[src/rtl/idli_sqi_pkg.sv]
// Shared types and command constants for the idli SQI memory controller.
// Imported by the arbiter and by the controller top level.
package idli_sqi_pkg;

  typedef enum logic [2:0] {
    S_IDLE,
    S_CMD,
    S_ADDR,
    S_DUMMY,
    S_DATA,
    S_GAP
  } sqi_state_e;

  typedef enum logic {
    REQ_FETCH = 1'b0,
    REQ_DATA  = 1'b1
  } req_id_e;

  localparam logic [7:0] SQI_CMD_READ  = 8'h03;
  localparam logic [7:0] SQI_CMD_WRITE = 8'h02;

endpackage

[src/rtl/idli_sqi_rr_arb.sv]
// Two-way round-robin arbiter: on a tie the requester not granted last wins.
// After reset the fetch side counts as last granted, so data wins the first tie.
module idli_sqi_rr_arb
  import idli_sqi_pkg::*;
(
  input  logic       clk,
  input  logic       rst_n,
  input  logic [1:0] req,
  input  logic       accept,
  output logic [1:0] gnt
);

  req_id_e last;

  always_comb begin
    gnt = 2'b00;
    if (accept) begin
      if (req == 2'b11) begin
        gnt = (last == REQ_DATA) ? 2'b01 : 2'b10;
      end else begin
        gnt = req;
      end
    end
  end

  always_ff @(posedge clk or negedge rst_n) begin
    if (!rst_n) begin
      last <= REQ_FETCH;
    end else if (accept && (req != 2'b00)) begin
      last <= gnt[1] ? REQ_DATA : REQ_FETCH;
    end
  end

endmodule

[src/rtl/idli_sqi_arb.sv]
// Arbitrating SQI controller: serialises fetch and data requests into
// command/address/dummy/data nibble transactions on a single quad-SPI RAM.
module idli_sqi_arb
  import idli_sqi_pkg::*;
#(
  parameter int ADDR_W     = 16,
  parameter int DATA_W     = 16,
  parameter int GAP_CYCLES = 2
) (
  input  logic              clk,
  input  logic              rst_n,
  input  logic              fetch_req,
  input  logic [ADDR_W-1:0] fetch_addr,
  output logic              fetch_gnt,
  output logic              fetch_done,
  input  logic              data_req,
  input  logic              data_we,
  input  logic [ADDR_W-1:0] data_addr,
  input  logic [DATA_W-1:0] data_wdata,
  output logic              data_gnt,
  output logic              data_done,
  output logic [DATA_W-1:0] rdata,
  output logic              busy,
  output logic              sqi_sck,
  output logic              sqi_cs,
  output logic [3:0]        sqi_sio_out,
  output logic [3:0]        sqi_sio_oe,
  input  logic [3:0]        sqi_sio_in
);

  localparam int A_NIB = ADDR_W / 4;
  localparam int D_NIB = DATA_W / 4;
  localparam int N_WR  = 2 + A_NIB + D_NIB;
  localparam int N_RD  = N_WR + 2;
  localparam int NW    = $clog2(N_RD + 1);
  localparam int SW    = 8 + ADDR_W + DATA_W;
  localparam int GW    = $clog2(GAP_CYCLES + 1);

  localparam logic [NW-1:0] CMD_END   = NW'(1);
  localparam logic [NW-1:0] ADDR_END  = NW'(1 + A_NIB);
  localparam logic [NW-1:0] DUMMY_END = NW'(3 + A_NIB);
  localparam logic [NW-1:0] WR_END    = NW'(N_WR - 1);
  localparam logic [NW-1:0] RD_END    = NW'(N_RD - 1);
  localparam logic [GW-1:0] GAP_END   = GW'(GAP_CYCLES - 1);

  sqi_state_e        state, next_state;
  logic [NW-1:0]     nib;
  logic [GW-1:0]     gap_cnt;
  logic              sck;
  logic [SW-1:0]     shreg;
  logic              we;
  req_id_e           owner;
  logic [DATA_W-1:0] rdata_q;
  logic              fetch_done_q, data_done_q;

  logic [1:0]        gnt_vec;
  logic              accept, grant, drive;
  req_id_e           grant_id;
  logic              sel_we;
  logic [ADDR_W-1:0] sel_addr;
  logic [NW-1:0]     last_nib;
  logic [3:0]        shift_in;

  idli_sqi_rr_arb u_arb (
    .clk    (clk),
    .rst_n  (rst_n),
    .req    ({data_req, fetch_req}),
    .accept (accept),
    .gnt    (gnt_vec)
  );

  assign accept   = (state == S_IDLE);
  assign grant    = |gnt_vec;
  assign grant_id = gnt_vec[1] ? REQ_DATA : REQ_FETCH;
  assign sel_we   = gnt_vec[1] & data_we;
  assign sel_addr = gnt_vec[1] ? data_addr : fetch_addr;
  assign last_nib = we ? WR_END : RD_END;
  assign shift_in = (state == S_DATA && !we) ? sqi_sio_in : 4'h0;

  always_ff @(posedge clk or negedge rst_n) begin
    if (!rst_n) begin
      state <= S_IDLE;
    end else begin
      state <= next_state;
    end
  end

  // A nibble finishes on the edge that ends its sck-high cycle.
  always_comb begin
    next_state = state;
    drive      = 1'b0;
    sqi_cs     = 1'b1;
    case (state)
      S_IDLE: begin
        if (grant) next_state = S_CMD;
      end
      S_CMD: begin
        sqi_cs = 1'b0;
        drive  = 1'b1;
        if (sck && nib == CMD_END) next_state = S_ADDR;
      end
      S_ADDR: begin
        sqi_cs = 1'b0;
        drive  = 1'b1;
        if (sck && nib == ADDR_END) next_state = we ? S_DATA : S_DUMMY;
      end
      S_DUMMY: begin
        sqi_cs = 1'b0;
        if (sck && nib == DUMMY_END) next_state = S_DATA;
      end
      S_DATA: begin
        sqi_cs = 1'b0;
        drive  = we;
        if (sck && nib == last_nib) next_state = S_GAP;
      end
      S_GAP: begin
        if (gap_cnt == GAP_END) next_state = S_IDLE;
      end
      default: next_state = S_IDLE;
    endcase
  end

  always_ff @(posedge clk or negedge rst_n) begin
    if (!rst_n) begin
      nib          <= '0;
      gap_cnt      <= '0;
      sck          <= 1'b0;
      shreg        <= '0;
      we           <= 1'b0;
      owner        <= REQ_FETCH;
      rdata_q      <= '0;
      fetch_done_q <= 1'b0;
      data_done_q  <= 1'b0;
    end else begin
      fetch_done_q <= 1'b0;
      data_done_q  <= 1'b0;
      case (state)
        S_IDLE: begin
          if (grant) begin
            shreg <= {sel_we ? SQI_CMD_WRITE : SQI_CMD_READ, sel_addr,
                      sel_we ? data_wdata : {DATA_W{1'b0}}};
            we    <= sel_we;
            owner <= grant_id;
            nib   <= '0;
            sck   <= 1'b0;
          end
        end
        S_CMD, S_ADDR, S_DUMMY, S_DATA: begin
          sck <= ~sck;
          if (sck) begin
            nib <= nib + 1'b1;
            // Dummy nibbles leave the shifter alone so read data lands in the low bits.
            if (state != S_DUMMY) shreg <= {shreg[SW-5:0], shift_in};
            if (state == S_DATA && nib == last_nib) begin
              if (!we) rdata_q <= DATA_W'({shreg, sqi_sio_in});
              fetch_done_q <= (owner == REQ_FETCH);
              data_done_q  <= (owner == REQ_DATA);
              gap_cnt      <= '0;
            end
          end
        end
        S_GAP: begin
          sck     <= 1'b0;
          gap_cnt <= gap_cnt + 1'b1;
        end
        default: sck <= 1'b0;
      endcase
    end
  end

  assign fetch_gnt   = gnt_vec[0];
  assign data_gnt    = gnt_vec[1];
  assign fetch_done  = fetch_done_q;
  assign data_done   = data_done_q;
  assign rdata       = rdata_q;
  assign busy        = (state != S_IDLE);
  assign sqi_sck     = sck;
  assign sqi_sio_oe  = {4{drive}};
  assign sqi_sio_out = drive ? shreg[SW-1:SW-4] : 4'h0;

endmodule

[config.mk]
export PLATFORM = sky130hd
export DESIGN_NAME = idli_sqi_arb
export DESIGN_NICKNAME = d
export VERILOG_FILES = /design/src/rtl/idli_sqi_pkg.sv /design/src/rtl/idli_sqi_rr_arb.sv /design/src/rtl/idli_sqi_arb.sv
export SDC_FILE = /design/constraint.sdc
export NUM_CORES = 1
export LEC_CHECK = 0
export CAP_MARGIN = 5
export CORE_MARGIN = 3
export CORE_UTILIZATION = 45
export CTS_CLUSTER_SIZE = 28
export DETAILED_ROUTE_END_ITERATION = 8
export PLACE_DENSITY_LB_ADDON = 0.05
export REMOVE_ABC_BUFFERS = 1
export SLEW_MARGIN = 10
export SYNTH_ARGS = -nofsm -noshare
export SYNTH_HDL_FRONTEND = slang
export SYNTH_SLANG_ARGS = --single-unit
[constraint.sdc]
create_clock -name clk -period 2.6 [get_ports clk]
set_input_delay 0.26 -clock clk [delete_from_list [all_inputs] [get_ports clk]]
set_output_delay 0.26 -clock clk [all_outputs]
set_load 0.03 [all_outputs]
==> results of run 1 <==
==> metrics by stage <==
stage	setup slack [ns]	setup TNS [ns]	hold WS [ns]	instance area [sq um]
2_1_floorplan	-1.895	-74.63	-0.03559	3525
3_3_place_gp	0.3140	0	0.4599	4627
3_5_place_dp	0.2902	0	0.4581	4627
4_1_cts	0.07231	0	0.07792	4876
5_1_grt	0.02637	0	0.09017	4893
6_report	0.1446	0	0.04184	4893
==> cell type report <==
type | instances | share of cell area, %
Inverter | 14 | 1.074
Timing Repair Buffer | 100 | 19.89
Tap cell | 102 | 2.608
Clock buffer | 9 | 2.531
Sequential cell | 71 | 36.36
Clock inverter | 7 | 2.455
Multi-Input combinational cell | 230 | 35.08
==> worst max-delay path: cells and delay by family (launching register included) <==
kind | cells | cell delay [ns]
AO/OA/AOI/OAI | 1 | 0.13
buffers and inverters | 3 | 0.89
flip-flops | 1 | 0.51
AND/OR/NAND/NOR | 1 | 0.32
==> path summary, 6_finish.rpt <==
check	cells after the start	from	to
setup / recovery	5	state[1]	sqi_sio_oe[0]
hold / removal	1	rst_n	state[0]
setup reg to reg	7	state[2]	shreg[8]
hold reg to reg	1	gap_cnt[1]	gap_cnt[1]
max in group asynchronous	1	rst_n	state[1]
min in group clk	1	gap_cnt[1]	gap_cnt[1]
==> cells in the mapped netlist, drive strengths merged, types with 2 or more instances <==
cell type	instances	area share, %
o2bb2ai	4	0.95
clkbuf	10	1.0
a21o	4	0.82
nor3	18	2.5
mux2i	6	1.6
and2	4	0.68
a21oi	7	0.95
mux2	51	16
nor4	2	0.75
nand2	9	0.92
a31oi	17	2.9
dfrtp	71	48
and3	2	0.34
nor2	14	1.5
a22o	16	3.8
o21ai	28	3.8
o21bai	2	0.41
nor2b	6	1.0
ha	3	1.0
or3	2	0.34
buf	19	3.1
nand4b	2	0.48
nand3	19	2.6
inv	14	1.4
==> sequential cells by signal, summed over array words and instances, names as in the netlist <==
name / count
data_done: 1
fetch_done: 1
gap_cnt: 2
nib: 4
owner: 1
rdata: 16
shreg: 40
sqi_sck: 1
state: 3
u_arb.last: 1
we: 1
==> kinds of logic (layout without fill, tap and decap cells) <==
group | Yosys count | in the layout | share of synthesized area (%)
xor gates and xnor gates | 1 | 1 | 0.2384
DFF | 71 | 71 | 48.35
AOI/OAI and AO/OA | 86 | 86 | 15.53
buffers and inverters | 43 | 130 | 5.516
and+or+nand+nor | 83 | 83 | 12.09
adders and majority gates | 3 | 3 | 1.022
muxes | 57 | 57 | 17.26
==> timing repair <==
action,4_1_cts,5_1_grt
setup endpoints to repair,4,4
hold endpoints to repair,0,0
setup buffers,0,1
resized for setup,3,4
==> where the power goes <==
group	total (mW)	internal (mW)	switching, mW
sequential	1.69	1.45	0.244
clock	1.08	0.640	0.438
combinational	2.87	1.32	1.54
total	5.63	3.41	2.22
==> routing by layer <==
layer | GRT usage, % | wire length [microns]
met5 | 0 | 0
met4 | 9.696 | 197
met3 | 5.629 | 674
met2 | 30.82 | 4136
met1 | 25.52 | 3927
==> impl_metrics.env, run 1 <==
export IMPL_fin_crit_ns=2.455
export IMPL_core_area_sq_um=7807
export IMPL_cts_num_sinks=71
export IMPL_clock_latency_ns=0.34
export IMPL_wl_per_cell_microns=16.76
export IMPL_final_util_pct=62.68
export IMPL_synth_cell_types=43
export IMPL_io_buffers=87
export IMPL_drtIter0Drc=124
export IMPL_drv_slew=0
export IMPL_multi_input_area_sq_um=1717
export IMPL_nFillCells=647
export IMPL_nets=486
export IMPL_finalSetupViolCount=0
export IMPL_synthFlopType="dfrtp_1"
export IMPL_power_density_nw_per_um2=1152
export IMPL_grt_max_degree=72
export IMPL_clkTransAtPathRegs_ns=0.08
export IMPL_status="completed"
export IMPL_wirelength_microns=8935
export IMPL_ios=88
export IMPL_hold_path_class="primary input to async pin"
export IMPL_critPathArrivalTime_ns=2.20
export IMPL_layout_commonest_cell="clkdlybuf4s50_1"
export IMPL_synthCells=344
export IMPL_path_max_fanout=14
export IMPL_yosysSeqAreaShare_pct=48.35
export IMPL_firstDrtPassIters=4
export IMPL_vias_per_cell=5.644
export IMPL_synth_seq_cells=71
export IMPL_groute_usage_overall_pct=19.89
export IMPL_drc=0
export IMPL_post_layout_nonfiller_instances=533
export IMPL_crit_path_cell_trace="nor2b_2 > inv_1 > o22ai_1 > buf_4 > clkdlybuf4s50_1"
export IMPL_placed_cells=516
export IMPL_end_kind="primary output"
export IMPL_cp_slowest_cell="clkdlybuf4s50_1"
export IMPL_cts_hold_buf=0
export IMPL_via_count=3008
export IMPL_antenna_found_initial=0
export IMPL_p_leak_nw=2.167
export IMPL_cts_buffers=9
export IMPL_clockBufferDepth=2
export IMPL_max_cap_viol_count=0
export IMPL_synth_edf_count=0
export IMPL_diodes=0
export IMPL_avgSynthCellArea_sq_um=10.68
export IMPL_worstSetupPathType="flip-flop to primary output"
export IMPL_syn_area_sq_um=3675
export IMPL_maxSlewHeadroom_pct=39.48
export IMPL_die_area_sq_um=9286
export IMPL_async_reset_ff_share_pct=100.0
export IMPL_cts_tree="done"
export IMPL_max_freq_mhz=407.3
export IMPL_grt_pass1_wl_microns=14080
export IMPL_place_gp_congestion=0.8400
export IMPL_ir_drop_v=0.0007074
export IMPL_start_util_pct=47.07
export IMPL_skew_ns=0.007445
export IMPL_critPathLaunchType="flip-flop"
export IMPL_seq_area_sq_um=1779
export IMPL_finalCritPeriodShare_pct=94.44
export IMPL_grt_overflow_total=0
export IMPL_rsz0062_at_grt="no"
export IMPL_required_ns=2.34
export IMPL_htreeDepth=3
export IMPL_tightest_slew_ns=0.9077
export IMPL_cts_root_buf="clkbuf_8"
export IMPL_dpl_hpwl_microns=5865
export IMPL_max_stage_delay_ns=0.66
export IMPL_rrSetupSlack_ns=0.47
export IMPL_finalPower_mw=5.635
export IMPL_fp_dieW_microns=96.37
export IMPL_die_h_microns=96.37
export IMPL_grt_pass1_vias=3002
export IMPL_yosysWarningCount=0
export IMPL_hold_viol=0
export IMPL_synthToLayoutAreaGrowth_pct=33.16
export IMPL_drtAntennaViolNets=0
export IMPL_row_count=32
export IMPL_final_cell_mix="clkdlybuf4s50_1, dfrtp_1, mux2_2"
export IMPL_drive_gt1_share_pct=22.27
No activity file was read; power rests on OpenSTA's default activity.
==> run 2, diff against run 1 <==
CORE_MARGIN = 1.5   (was 3)
==> impl_metrics.env, run 2 (synthesized netlist as in run 1, its figures left out) <==
export IMPL_status="completed"
export IMPL_switchingPower_mw=2.235
export IMPL_drv_slew=0
export IMPL_ir_drop_v=0.0004803
export IMPL_row_count=32
export IMPL_intPower_mw=3.236
export IMPL_path_max_fanout=8
export IMPL_clkTransAtPathRegs_ns=0.07
export IMPL_dp_slack_ns=0.3882
export IMPL_skew_ns=0.006636
export IMPL_antenna_found_initial=0
export IMPL_grt_pass1_wl_microns=14410
export IMPL_critPathLaunchType="flip-flop"
export IMPL_tns_ns=0
export IMPL_firstDrtPassIters=4
export IMPL_via_count=2980
export IMPL_cp_slowest_cell="clkdlybuf4s50_1"
export IMPL_place_gp_congestion=0.8397
export IMPL_drive_gt1_share_pct=21.89
export IMPL_drtIter0Drc=202
export IMPL_swShare_pct=40.85
export IMPL_worstSetupPathType="flip-flop to primary output"
export IMPL_groute_usage_overall_pct=21.39
export IMPL_final_util_pct=62.00
export IMPL_max_cap_viol_count=0
export IMPL_ios=88
export IMPL_end_kind="primary output"
export IMPL_pwr_share_seq_pct=30.6
export IMPL_grt_pass1_vias=3046
export IMPL_largest_reg_flops=40
export IMPL_finalCritPeriodShare_pct=93.25
export IMPL_diodes=0
export IMPL_die_h_microns=93.37
export IMPL_grt_max_degree=72
export IMPL_p_leak_nw=2.131
export IMPL_io_buffers=87
export IMPL_maxSlewHeadroom_pct=40.54
export IMPL_start_util_pct=47.07
export IMPL_core_area_sq_um=7807
export IMPL_timing_rr_end="shreg[28]"
export IMPL_grt_overflow_total=0
export IMPL_fin_crit_ns=2.425
export IMPL_cts_hold_buf=0
export IMPL_dpl_hpwl_microns=5961
export IMPL_largest_register="shreg"
export IMPL_vias_per_cell=5.560
export IMPL_clock_latency_ns=0.34
export IMPL_drc=0
export IMPL_cts_setup_buffers=0
export IMPL_max_freq_mhz=412.4
export IMPL_rsz0062_at_grt="no"
export IMPL_pwr_share_clk_pct=15.9
export IMPL_fp_dieW_microns=93.37
export IMPL_r2r_cells=8
export IMPL_crit_path_cell_trace="nor2b_1 > a21oi_1 > o22ai_2 > clkdlybuf4s50_1"
export IMPL_timing_hold_ws_ns=0.03354
export IMPL_cts_num_sinks=71
export IMPL_htreeDepth=3
export IMPL_max_stage_delay_ns=0.73
export IMPL_cts_tree="done"
export IMPL_tightest_slew_ns=0.8919
export IMPL_nets=489
export IMPL_hold_path_class="primary input to async pin"
export IMPL_wirelength_microns=8831
export IMPL_clockBufferDepth=2
export IMPL_finalPower_mw=5.471
export IMPL_finalSetupViolCount=0
export IMPL_cts_root_buf="clkbuf_8"
export IMPL_drtAntennaViolNets=0
export IMPL_synthToLayoutAreaGrowth_pct=31.73
export IMPL_hold_viol=0
export IMPL_setup_slack_ns=0.1754
export IMPL_wl_per_cell_microns=16.48
export IMPL_r2r_start="state[1]"
export IMPL_final_cell_mix="clkdlybuf4s50_1, dfrtp_1, mux2_2"
export IMPL_combPwrFrac_pct=53.5
export IMPL_cts_buffers=9
export IMPL_critPathArrivalTime_ns=2.16
export IMPL_layout_commonest_cell="clkdlybuf4s50_1"
export IMPL_cts_resized=0
export IMPL_required_ns=2.34
export IMPL_die_area_sq_um=8717
export IMPL_nFillCells=666
export IMPL_rrSetupSlack_ns=0.41
export IMPL_power_density_nw_per_um2=1130
[run 2: changes by cell type in the layout (fill, tap and decap cells not counted), sizes merged]
cell,delta
clkdlybuf4s50,+1
clkinvlp,-1
clkinv,+1
dlymetal6s2s,-2
inv,-1
bufinv,-2
clkbuf,+3
buf,+4
[run 2: layer usage]
metal / up-vias / GRT usage (%) / wire length [microns] / part of all wire (%)
met3: 13 / 6.260 / 574 / 6.5
met4: 0 / 8.586 / 133 / 1.5
met5: - / 0 / 0 / 0
met1: 1459 / 28.13 / 4128 / 47
met2: 83 / 33.03 / 3994 / 45
li1: 1425 / - / - / -
[run 2: final cells by class]
class | count | area (sq um) | share of cell area (%)
Clock buffer | 12 | 145.1 | 2.998
Clock inverter | 4 | 45.04 | 0.9305
Inverter | 14 | 52.55 | 1.086
Multi-Input combinational cell | 230 | 1718 | 35.49
Sequential cell | 71 | 1777 | 36.70
Tap cell | 102 | 127.6 | 2.636
Timing Repair Buffer | 103 | 975.9 | 20.16
[run 2: how the worst max path moves through the flow]
stage / slack (ns) / startpoint / cells after the start / endpoint
3_3_place_gp: 0.43 / state[1] / 5 / busy
6_report: 0.18 / state[2] / 4 / sqi_sio_oe[0]
4_1_cts: 0.02 / state[2] / 4 / sqi_sio_oe[0]
3_5_place_dp: 0.39 / state[2] / 4 / sqi_sio_oe[0]
2_1_floorplan: -1.89 / state[0] / 3 / data_gnt
5_1_grt: 0.005 / state[2] / 4 / sqi_sio_oe[0]
[run 2: power groups by stage]
stage          Combinational [mW]  Clock [mW]  Sequential, mW
4_1_cts                      2.94       0.886            1.67
3_3_place_gp                 2.89           0            1.68
5_1_grt                      3.21       0.939            1.71
2_1_floorplan                2.00           0            1.75
6_report                     2.93       0.869            1.67
3_5_place_dp                 2.93           0            1.69
[run 2: worst max-delay path: cells and delay by family, from the launching register on]
| family | cells | cell delay (ns) |
|---|---|---|
| flip-flops | 1 | 0.44 |
| AND/OR/NAND/NOR | 1 | 0.26 |
| AO/OA/AOI/OAI | 2 | 0.39 |
| buffers and inverters | 1 | 0.73 |
[run 2: metrics by stage]
stage	instance area, sq um	cells
2_1_floorplan	3525	315
3_3_place_gp	4642	520
3_5_place_dp	4642	520
4_1_cts	4832	536
5_1_grt	4841	536
6_report	4841	536
